--- src/rtl/arb_types.sv ---
// Shared types for the two-port memory arbiter: FSM states, request sources
// and the round-robin grant decision.
package arb_types;

    typedef enum logic [1:0] {
        IDLE    = 2'd0,
        SERVE_I = 2'd1,
        SERVE_D = 2'd2
    } arb_state_t;

    typedef enum logic {
        INSTR = 1'b0,
        DATA  = 1'b1
    } arb_src_t;

    // On a tie the side that did not win last time is granted.
    function automatic arb_src_t pick_grant(
        input logic     instr_elig,
        input logic     data_elig,
        input arb_src_t last
    );
        arb_src_t pick;
        if (instr_elig && data_elig) begin
            if (last == INSTR) begin
                pick = DATA;
            end else begin
                pick = INSTR;
            end
        end else if (data_elig) begin
            pick = DATA;
        end else begin
            pick = INSTR;
        end
        return pick;
    endfunction

endpackage

--- src/rtl/mem_arbiter.sv ---
// Round-robin arbiter that serialises the instruction-fetch and load/store
// ports onto one shared memory port, one outstanding request at a time.
module mem_arbiter
    import arb_types::*;
#(
    parameter int ADDR_W = 32,
    parameter int DATA_W = 32
) (
    input  logic                clk,
    input  logic                rst,
    input  logic                instr_read,
    input  logic [ADDR_W-1:0]   instr_addr,
    output logic [DATA_W-1:0]   instr_rdata,
    output logic                instr_resp,
    input  logic                data_read,
    input  logic                data_write,
    input  logic [ADDR_W-1:0]   data_addr,
    input  logic [DATA_W-1:0]   data_wdata,
    input  logic [DATA_W/8-1:0] data_mbe,
    output logic [DATA_W-1:0]   data_rdata,
    output logic                data_resp,
    output logic                mem_read,
    output logic                mem_write,
    output logic [ADDR_W-1:0]   mem_addr,
    output logic [DATA_W-1:0]   mem_wdata,
    output logic [DATA_W/8-1:0] mem_mbe,
    input  logic [DATA_W-1:0]   mem_rdata,
    input  logic                mem_resp
);

    localparam int MBE_W = DATA_W / 8;

    arb_state_t         state_q, state_d;
    arb_src_t           last_grant_q, last_grant_d;
    arb_src_t           grant;

    logic [ADDR_W-1:0]  req_addr_q, req_addr_d;
    logic [DATA_W-1:0]  req_wdata_q, req_wdata_d;
    logic [MBE_W-1:0]   req_mbe_q, req_mbe_d;
    logic               req_read_q, req_read_d;
    logic               req_write_q, req_write_d;

    logic [DATA_W-1:0]  instr_rdata_q, instr_rdata_d;
    logic               instr_resp_q, instr_resp_d;
    logic [DATA_W-1:0]  data_rdata_q, data_rdata_d;
    logic               data_resp_q, data_resp_d;

    logic               instr_elig;
    logic               data_elig;
    logic               grant_fire;

    // A requester still holding its request during its resp cycle must not be re-served.
    assign instr_elig = instr_read & ~instr_resp_q;
    assign data_elig  = (data_read | data_write) & ~data_resp_q;
    assign grant      = pick_grant(instr_elig, data_elig, last_grant_q);
    assign grant_fire = (state_q == IDLE) && (instr_elig || data_elig);

    always_ff @(posedge clk) begin
        if (rst) begin
            state_q      <= IDLE;
            last_grant_q <= INSTR;
        end else begin
            state_q      <= state_d;
            last_grant_q <= last_grant_d;
        end
    end

    always_comb begin
        state_d      = state_q;
        last_grant_d = last_grant_q;
        unique case (state_q)
            IDLE: begin
                if (grant_fire) begin
                    last_grant_d = grant;
                    if (grant == DATA) begin
                        state_d = SERVE_D;
                    end else begin
                        state_d = SERVE_I;
                    end
                end
            end
            SERVE_I, SERVE_D: begin
                if (mem_resp) begin
                    state_d = IDLE;
                end
            end
            default: state_d = IDLE;
        endcase
    end

    always_comb begin
        mem_read  = 1'b0;
        mem_write = 1'b0;
        unique case (state_q)
            SERVE_I: mem_read = 1'b1;
            SERVE_D: begin
                mem_write = req_write_q;
                mem_read  = req_read_q & ~req_write_q;
            end
            default: begin
                mem_read  = 1'b0;
                mem_write = 1'b0;
            end
        endcase
    end

    assign mem_addr    = req_addr_q;
    assign mem_wdata   = req_wdata_q;
    assign mem_mbe     = req_mbe_q;
    assign instr_rdata = instr_rdata_q;
    assign instr_resp  = instr_resp_q;
    assign data_rdata  = data_rdata_q;
    assign data_resp   = data_resp_q;

    // Request capture: the shared port is driven only from these registers.
    always_comb begin
        req_addr_d  = req_addr_q;
        req_wdata_d = req_wdata_q;
        req_mbe_d   = req_mbe_q;
        req_read_d  = req_read_q;
        req_write_d = req_write_q;
        if (grant_fire) begin
            if (grant == DATA) begin
                req_addr_d  = data_addr;
                req_wdata_d = data_wdata;
                req_mbe_d   = data_mbe;
                req_write_d = data_write;
                req_read_d  = data_read & ~data_write;
            end else begin
                req_addr_d  = instr_addr;
                req_wdata_d = '0;
                req_mbe_d   = '0;
                req_write_d = 1'b0;
                req_read_d  = 1'b1;
            end
        end
    end

    always_comb begin
        instr_resp_d  = (state_q == SERVE_I) && mem_resp;
        data_resp_d   = (state_q == SERVE_D) && mem_resp;
        instr_rdata_d = instr_resp_d ? mem_rdata : instr_rdata_q;
        data_rdata_d  = data_resp_d  ? mem_rdata : data_rdata_q;
    end

    always_ff @(posedge clk) begin
        if (rst) begin
            req_addr_q    <= '0;
            req_wdata_q   <= '0;
            req_mbe_q     <= '0;
            req_read_q    <= 1'b0;
            req_write_q   <= 1'b0;
            instr_rdata_q <= '0;
            instr_resp_q  <= 1'b0;
            data_rdata_q  <= '0;
            data_resp_q   <= 1'b0;
        end else begin
            req_addr_q    <= req_addr_d;
            req_wdata_q   <= req_wdata_d;
            req_mbe_q     <= req_mbe_d;
            req_read_q    <= req_read_d;
            req_write_q   <= req_write_d;
            instr_rdata_q <= instr_rdata_d;
            instr_resp_q  <= instr_resp_d;
            data_rdata_q  <= data_rdata_d;
            data_resp_q   <= data_resp_d;
        end
    end

endmodule
--- config.mk ---
export PLATFORM = sky130hd
export DESIGN_NAME = mem_arbiter
export DESIGN_NICKNAME = d
export VERILOG_FILES = /design/src/rtl/arb_types.sv /design/src/rtl/mem_arbiter.sv
export SDC_FILE = /design/constraint.sdc
export NUM_CORES = 1
export LEC_CHECK = 0
export ABC_CLOCK_PERIOD_IN_PS = 1900
export CAP_MARGIN = 20
export CORE_MARGIN = 4
export CORE_UTILIZATION = 41
export DETAILED_ROUTE_END_ITERATION = 10
export PLACE_DENSITY = 0.8
export SYNTH_ARGS = -nofsm -noshare
export SYNTH_HDL_FRONTEND = slang
export SYNTH_SLANG_ARGS = --single-unit
--- constraint.sdc ---
create_clock -name clk -period 1.9 [get_ports clk]
set_input_delay 0.38 -clock clk [delete_from_list [all_inputs] [get_ports clk]]
set_output_delay 0.38 -clock clk [all_outputs]
set_load 0.03 [all_outputs]
# Word-level counts from Yosys, hierarchy flattened
# Cells that the tools add are included.
# totals
out_inout_bits	136
ff_bits	139
# classes
reduce_logical	9
n_eq_ne	4
n_bitwise	9
mux	14
# op_table
operator	count
two-way mux 32 bit	2
two-way mux 1 bit	6
two-way mux 2 bit	3
bitwise AND 1 bit	4
logical AND 1 bit	4
two-way mux 4 bit	1
!= test 2 bit (second input constant)	2
NOT 1 bit	4
one-hot mux 2 bit (2 select lines)	1
AND reduction 2 bit	2
equality test 2 x 1 -> 1 bit (second input constant)	1
equality test 2 bit (second input constant)	1
logical NOT 2 bit	1
one-hot mux 1 bit (2 select lines)	1
OR reduction 2 bit	1
logical OR 1 bit	1
bitwise OR 1 bit	1

# Depth between registers and ports, before layout
# Gate-level depths: netlist of the first run.
# logic_depth
word_depth	7
mapped_depth	8

# Worst setup path before layout of the first run
# OpenSTA, ideal clock, no wires.
# synth_path
path_type	register -> register
from	register state_q[1]
to	register req_addr_q[26], in the netlist mem_addr[26]
arrival_ns	1.422
stages_incl_launch_ff	9
setup_ns	0.133
period_less_slack_ns	1.555
path_slack_ns	0.345
cell_sequence	dfxtp_1 > inv_1 > ha_1 > buf_4 > and3b_1 > buf_2 > buf_4 > a211oi_1 > a311oi_1
# synth_via
elab_chain_cells	2
# synth_rtl
item	line_no	source
start, declared	mem_arbiter.sv:33	arb_state_t state_q, state_d;
start signal, assigned	mem_arbiter.sv:63	state_q <= state_d;
logical NOT 2 bit	mem_arbiter.sv:56	assign grant_fire = (state_q == IDLE) && (instr_elig || data_elig);
logical AND 1 bit	mem_arbiter.sv:56	
end signal, assigned	mem_arbiter.sv:158	req_addr_q <= req_addr_d;
end, declared	mem_arbiter.sv:37	logic [ADDR_W-1:0] req_addr_q, req_addr_d;
# No other way between the ends.
# A chain may end at the register's enable or synchronous reset.

# Final worst setup path of the first run
# layout_path
from	register state_q[0]
to	output port mem_read
# layout_via
elab_chain_cells	2
# layout_rtl
item	line_no	source
equality test 2 bit or equality test 2 x 1 -> 1 bit (tied branches)	mem_arbiter.sv:94	unique case (state_q)
one-hot mux 1 bit (2 select lines) *	mem_arbiter.sv:94	
end, declared	mem_arbiter.sv:22	output logic mem_read,
# Every way passes the cells marked *; elsewhere a longest branch is shown, timed or not.

==> metrics.csv, run 1 <==
metric,value,unit
Initial Util,42.0,%
mean cell area of the mapped netlist,8.38,µm²
via count,6291,
core area,13900,µm²
routed vias/inst,5.57,
cell area after synthesis,5830,µm²
Worst slew margin,66.8,%
FMAX,534,MHz
max cap viols,0,
DRT iter0 DRCs,594,
CTS sink cnt,139,
crit-path max FO,3,
CP required,1.52,ns
Worst Tran Pin Value,0.498,ns
Synth Area in Compound Gates,26.7,%
vias in the first global route,6077,
ys async rst share,0,%
final period utilization,98.6,%
Die W,127,µm
Placed Cells,1095,
DR pass1 iterations,6,
Clock Latency Late Sink,0.42,ns
Top Ports,274,
main area contributors after synthesis,"dfxtp_1 48%, a21oi_1 8.8%, nand2_1 8.6%",
Pleak,3.31,nW
Post-synth EDFFs,0,
FP Rows,43,
synth warn,0,
Seq pwr share,34.8,%
clock skew,0.00839,ns
area grow syn2layout,61.8,%
Synth Area in Adders,0.644,%
mux cell area share after synthesis,0,%
CP max-delay cell,dfxtp_2,
largest net degree at the start of global routing,41,
filler instances,1149,
final worst path period need,1.87,ns
GRT Total Usage,24.4,%
largest area contributor in the netlist,dfxtp_1,
Post-Syn Nets,837,
Final nets,1077,
main flop type after synthesis,dfxtp_1,
Sw Pwr,3.29,mW
Port Buffers,273,
CP top delay family,flip-flops,
worst hold path type,primary input to flip-flop,
Crit path largest cell delay,0.33,ns
final setup fails,0,
"top cells by count, synth","139 x dfxtp_1, 133 x nand2_1, 102 x a21oi_1",
die area,16200,µm²
Synth Instances,696,
crit end category,output pin,
DRT antenna net count,0,
antenna violations before repair,0,
"Slew Viols, Final",0,
Num CTS Buffers,17,
Netlist cell types,31,
largest family of logic cells by synthesized area,compound AO/OA/AOI/OAI gates,
Sum Neg Setup Slack,0,ns
CP bufs+invs,3,
"non-filler cells, final",1130,
top cell type's share of synthesized area,47.7,%
worst-path cell chain,"inv_2, ha_4, buf_6, nand2_2, nor2_2, o21a_1, buf_12",
xor and xnor area share after synthesis,0,%
Yosys reg bits,139,
simple-gate portion of the synthesized area,17.3,%
Internal,6.57,mW
worst path arrival time,1.49,ns
detail-routed net length per standard cell,18.2,µm
placed wire-length estimate,13900,µm
most frequent cell after synthesis,dfxtp_1,
WHS,0.426,ns
final hold viol count,0,
CTS Hold Bufs,0,
DRC,0,
Longest Clk Path Bufs,2,
sequential element share of the synthesized area,47.7,%
die height,127,µm
Net Sw Frac,33.4,%
clock share of power,33.3,%
Worst setup SP type,flip-flop,
Routed Wire Length,20500,µm
htree depth,4,
clock root cell,clkbuf_16,
Comb power frac,31.9,%
RSZ-0062 raised after global routing,true,
layout cells sized above 1,8.01,%
first-pass GRT wire length,32300,µm
routability cong.,0.839,
CTS tree,built,
peak supply drop,0.663,mV
status,finished clean,
"CTS clk-pin slew, worst paths",0.06,ns
GRT overflow,0,
PwrDens,1050,nW/µm²
crit path kind,flip-flop to output pin,
==> through the flow <==
| step | worst slack (ns) | total power [mW] | util (%) | instance area, µm² |
|---|---|---|---|---|
| after detailed placement | 0.00644 | 6.61 | 63.5 | 8810 |
| after floorplan | 0.345 | 5.25 | - | 5830 |
| after global placement | 0.0653 | 6.57 | 63.5 | 8810 |
| after CTS | -0.0119 | 9.91 | 67.9 | 9430 |
| final | 0.0258 | 9.86 | 68.0 | 9440 |
| after global routing | -0.0314 | 10.3 | 68.0 | 9430 |
==> layout by cell type, fill, tap and decap left out, types with 2 or more instances in the layout <==
cell             Yosys  routed
clkdlybuf4s50_1      0     265
dlymetal6s2s_1       0       3
dlygate4sd2_1        0       2
ha_1                 3       2
a311oi_1            32      32
nor2_1               4       2
dfxtp_1            139     137
clkinv_2             0       3
nor2_2               0       2
buf_12               0      18
bufinv_16            0       2
clkinvlp_4           0       3
nand3b_1             2       2
and2_1               3       3
nand2b_1             3       3
o21ai_0             32      32
buf_4               10      14
a211oi_1            32      32
a31oi_1              2       2
nand4_1             38      38
o211ai_1            38      38
inv_6                0       3
inv_1                4       3
and3b_1              2       2
clkbuf_16            0      17
a21oi_1            102     102
nand2_1            133     132
clkinv_4             0       2
nand3_1             34      34
==> area by class of cell <==
type                    instances  area [µm²]  area share, %
clock inverters                13         141           1.50
multi-input cells             470        2630           27.9
diodes                          1        2.50         0.0265
repair buffers                304        3190           33.8
inverters                       4        15.0          0.159
well taps                     180         225           2.39
flip-flops and latches        139        2790           29.5
clock buffers                  19         443           4.69
==> cells by family after synthesis <==
logic type	count (synthesis)
flip-flops	139
adder cells (fa/ha/maj)	3
AND/OR/NAND/NOR	222
buffers and inverters	87
AO/OA/AOI/OAI	245
==> routing by layer <==
layer | part of all wire, % | vias up | global-route usage [%] | routed length, µm
met3 | 9.6 | 39 | 7.90 | 1970
met4 | 2.7 | 0 | 9.78 | 557
li1 | - | 3013 | - | -
met1 | 39 | 2932 | 30.7 | 8050
met5 | 0 | - | 0 | 0
met2 | 48 | 307 | 39.0 | 9940
==> final timing paths <==
kind	cells after the start	to	startpoint	slack (ns)
min	2	data_resp	rst	0.43
min reg2reg	2	data_rdata[30]	data_rdata[30]	0.45
max	7	mem_read	state_q[0]	0.03
max reg2reg	6	mem_addr[19]	state_q[1]	0.21
==> power by group through the flow <==
stage	Sequential (mW)	Combinational (mW)	Clock, mW
floorplan	4.08	1.18	0
global placement	3.48	3.09	0
detailed placement	3.49	3.12	0
CTS	3.43	3.15	3.32
global route	3.48	3.35	3.46
finish	3.43	3.14	3.28
==> state kept, by name, summed over array words and instances (netlist names) <==
signal,cells
instr_resp,1
mem_wdata,32
data_resp,1
mem_mbe,4
last_grant_q,1
req_write_q,1
req_read_q,1
mem_addr,32
instr_rdata,32
data_rdata,32
state_q,2
==> repair_timing <==
| item | 4_1_cts | 5_1_grt |
|---|---|---|
| setup endpoints to repair | 4 | 5 |
| pin swaps | 3 | 2 |
| setup buffers | 2 | 0 |
| gates resized for setup | 10 | 7 |
No activity file was read; power rests on OpenSTA's default activity.
==> run 2: changes to the inputs <==
--- a/config.mk
+++ b/config.mk
@@ -9,6 +9,8 @@
 export CAP_MARGIN = 20
 export CORE_MARGIN = 4
 export CORE_UTILIZATION = 41
+export CTS_CLUSTER_DIAMETER = 150
+export CTS_CLUSTER_SIZE = 30
 export DETAILED_ROUTE_END_ITERATION = 10
 export PLACE_DENSITY = 0.8
 export SYNTH_ARGS = -nofsm -noshare
==> constraint.sdc (replaced) <==
create_clock -name clk -period 1.9 [get_ports clk]
set_input_delay 0.38 -clock clk [delete_from_list [all_inputs] [get_ports clk]]
set_output_delay 0.38 -clock clk [all_outputs]
set_load 0.01 [all_outputs]
==> metrics.csv, run 2 (synthesis results as in run 1) <==
metric,value,unit
Critical Path Start,data_resp,
placed wire-length estimate,13800,µm
Port Buffers,273,
clock skew,0.00435,ns
DP Worst Slack,-0.00260,ns
Num CTS Buffers,17,
Ant. Diodes,0,
"commonest non-fill, non-tap cell in the layout",clkdlybuf4s50_1,
final period utilization,97.3,%
met1 GRT Util,31.2,%
layout cells sized above 1,7.31,%
core area,13900,µm²
Pleak,3.20,nW
CP bufs+invs,1,
PwrDens,986,nW/µm²
area grow syn2layout,59.7,%
"Slew Viols, Final",0,
Routed Wire Length,20300,µm
Initial Util,42.0,%
Reg2Reg Launch Point,state_q[0],
CP max-delay cell,clkdlybuf4s50_1,
crit path kind,flip-flop to output pin,
detail-routed net length per standard cell,18.1,µm
clock root cell,clkbuf_16,
most frequent cells in the layout,"270 x clkdlybuf4s50_1, 136 x dfxtp_1, 133 x nand2_1",
max cap viols,0,
CTS sink cnt,139,
met3 usage,7.27,%
crit-path max FO,5,
"CTS clk-pin slew, worst paths",0.06,ns
Clock Latency Late Sink,0.42,ns
die height,127,µm
Worst slew margin,71.8,%
die area,16200,µm²
crit end category,output pin,
CTS Hold Bufs,0,
Die W,127,µm
GR Util met2,40.3,%
vias in the first global route,6230,
hold_sp,rst,
worst-path cell chain,clkdlybuf4s50_1,
htree depth,4,
final setup fails,0,
Worst setup SP type,flip-flop,
GRT overflow,0,
CTS tree,built,
worst path arrival time,1.47,ns
FP Rows,43,
CP top delay family,buffers and inverters,
routed vias/inst,5.64,
Longest Clk Path Bufs,2,
DRC,0,
peak supply drop,0.640,mV
Crit path largest cell delay,0.60,ns
GRT Max-Usage Layer,met2,
final hold viol count,0,
DRT iter0 DRCs,511,
DR pass1 iterations,5,
final worst path period need,1.85,ns
WHS,0.378,ns
status,finished clean,
first-pass GRT wire length,32800,µm
CP required,1.52,ns
Worst Tran Pin Value,0.423,ns
antenna violations before repair,0,
fin util,67.1,%
GRT Total Usage,24.8,%
routability cong.,0.810,
worst hold path type,primary input to flip-flop,
number of post-CTS setup repair buffers,0,
Final nets,1072,
filler instances,1134,
FMAX,541,MHz
largest net degree at the start of global routing,60,
setup ws final,0.0517,ns
Top Ports,274,
via count,6335,
DRT antenna net count,0,
[run 2: final timing paths]
path                        end  cells past startpoint  slack (ns)
hold / removal        data_resp                      2        0.38
setup / recovery      data_resp                      1        0.05
setup reg to reg   mem_addr[22]                      6        0.14
hold reg to reg   data_rdata[7]                      2        0.45
[run 2: routing by layer]
layer,up-vias,wire [µm]
li1,3009,-
met1,2970,8170
met2,314,9810
met3,42,1810
met4,0,545
met5,-,0
[run 2: cell type report]
cell class              count  area, µm²  area share, %
inverters                   4       15.0          0.161
well taps                 180        225           2.42
flip-flops and latches    139       2790           29.9
multi-input cells         470       2630           28.2
clock inverters            13        109           1.17
clock buffers              19        453           4.86
repair buffers            299       3100           33.2
[run 2: where the power goes]
group / total (mW) / internal, mW / leakage, nW / switching (mW)
Clock: 3.13 / 1.77 / 0.269 / 1.36
Sequential: 3.43 / 3.25 / 1.14 / 0.181
Combinational: 2.62 / 1.30 / 1.79 / 1.32
[run 2: through the flow]
step	power (mW)	cell area, µm²	TNS, ns	cells
finish	9.18	9310	0	1124
global route	9.64	9310	-0.0160	1124
CTS	9.24	9300	0	1124
detailed placement	6.10	8740	-0.00356	1092
global placement	6.06	8740	0	1092
floorplan	4.79	5830	0	696
[run 2: repair_timing]
item,4_1_cts,5_1_grt
gates resized for setup,6,5
pin swaps,0,1
setup endpoints to repair,2,3
endpoints found under the hold margin,0,0
cloned,0,0
==> run 3: changes to the inputs <==
--- a/config.mk
+++ b/config.mk
@@ -8,11 +8,13 @@
 export ABC_CLOCK_PERIOD_IN_PS = 1900
 export CAP_MARGIN = 20
 export CORE_MARGIN = 4
-export CORE_UTILIZATION = 41
+export CORE_UTILIZATION = 43
+export CTS_BUF_LIST = sky130_fd_sc_hd__clkbuf_4 sky130_fd_sc_hd__clkbuf_8
 export CTS_CLUSTER_DIAMETER = 150
 export CTS_CLUSTER_SIZE = 30
 export DETAILED_ROUTE_END_ITERATION = 10
-export PLACE_DENSITY = 0.8
+export MAX_ROUTING_LAYER = met4
+export PLACE_DENSITY = 0.83
 export SYNTH_ARGS = -nofsm -noshare
 export SYNTH_HDL_FRONTEND = slang
 export SYNTH_SLANG_ARGS = --single-unit
==> metrics.csv, run 3 (synthesis results as in run 1) <==
metric,value,unit
status,finished clean,
worst hold path type,primary input to flip-flop,
CP max-delay cell,dfxtp_2,
die height,124,µm
routability cong.,0.837,
clock root cell,clkbuf_8,
final worst path period need,1.81,ns
final period utilization,95.0,%
WHS,0.379,ns
routed vias/inst,5.64,
max cap viols,0,
vias in the first global route,5957,
antenna violations before repair,0,
via count,6352,
CTS sink cnt,139,
Final nets,1079,
WP depth,4,
"Slew Viols, Final",0,
FP Rows,42,
"CTS clk-pin slew, worst paths",0.08,ns
GRT Total Usage,25.7,%
Port Buffers,273,
CP top delay family,flip-flops,
Crit path largest cell delay,0.34,ns
Reg2Reg Depth,6,
Ant. Diodes,0,
DP Worst Slack,0.0213,ns
Longest Clk Path Bufs,2,
final hold viol count,0,
htree depth,4,
Routed Wire Length,20100,µm
Die W,124,µm
Worst setup SP type,flip-flop,
setup ws final,0.0945,ns
Num CTS Buffers,17,
most frequent cells in the layout,"268 x clkdlybuf4s50_1, 137 x dfxtp_1, 133 x nand2_1",
CP bufs+invs,2,
worst path arrival time,1.43,ns
crit-path max FO,4,
worst-path cell chain,"inv_2, ha_4, and2_1, clkdlybuf4s15_1",
detail-routed net length per standard cell,17.9,µm
final setup fails,0,
core area,13200,µm²
largest net degree at the start of global routing,39,
"commonest non-fill, non-tap cell in the layout",clkdlybuf4s50_1,
DRC,0,
Clock Latency Late Sink,0.44,ns
clock skew,0.0117,ns
WHS Path Cells,2,
CP required,1.52,ns
Initial Util,44.0,%
DRT iter0 DRCs,528,
area grow syn2layout,59.3,%
Worst Tran Pin Value,0.461,ns
GRT overflow,0,
DR pass1 iterations,4,
Pleak,3.21,nW
die area,15500,µm²
PwrDens,930,nW/µm²
placed wire-length estimate,13600,µm
number of post-CTS setup repair buffers,0,
fin util,70.2,%
Total Power Consumption,8.64,mW
Sum Neg Setup Slack,0,ns
Top Ports,274,
CTS tree,built,
RSZ-0062 raised after global routing,false,
Worst slew margin,69.3,%
FMAX,554,MHz
crit end category,output pin,
DRT antenna net count,0,
peak supply drop,0.562,mV
first-pass GRT wire length,31800,µm
layout cells sized above 1,8.11,%
crit path kind,flip-flop to output pin,
[run 3: worst reg2reg max path, cell delays in order, from the launching register on]
cell and delay, ns:
dfxtp_4 0.36, inv_1 0.11, ha_4 0.19, and3b_1 0.23, buf_12 0.20, a211oi_1 0.09, a311oi_1 0.27
[run 3: path summary, 6_finish.rpt]
kind                  startpoint  slack [ns]             end
hold / removal               rst        0.38       data_resp
setup / recovery      state_q[0]        0.09       mem_write
setup reg to reg      state_q[1]        0.35     mem_addr[4]
hold reg to reg   data_rdata[19]        0.45  data_rdata[19]
[run 3: report_power, final]
| group | switching, mW | internal, mW |
|---|---|---|
| Combinational | 1.33 | 1.37 |
| Sequential | 0.181 | 3.25 |
| Clock | 1.15 | 1.37 |
| Total | 2.66 | 5.98 |
[run 3: what timing repair did]
item                       4_1_cts  5_1_grt
setup endpoints to repair        3        2
hold buffers                     0        0
hold endpoints to repair         0        0
resized for setup               14        2
pin swaps                        1        0
[run 3: final cells by class]
cell class | count | area (µm²)
flip-flops and latches | 139 | 2790
multi-input cells | 470 | 2640
fillers | 1061 | 3950
inverters | 4 | 15.0
clock buffers | 20 | 269
clock inverters | 11 | 145
well taps | 176 | 220
repair buffers | 306 | 3210
[run 3: layer usage]
layer / wire length, µm / track usage, %
met1: 8440 / 32.2
met2: 9640 / 39.9
met3: 1460 / 6.99
met4: 576 / 9.74
met5: 0 / -
[run 3: per-stage QoR]
step	instances	instance area, µm²
finish	1126	9290
global route	1126	9290
CTS	1126	9290
detailed placement	1095	8850
global placement	1095	8850
floorplan	696	5830
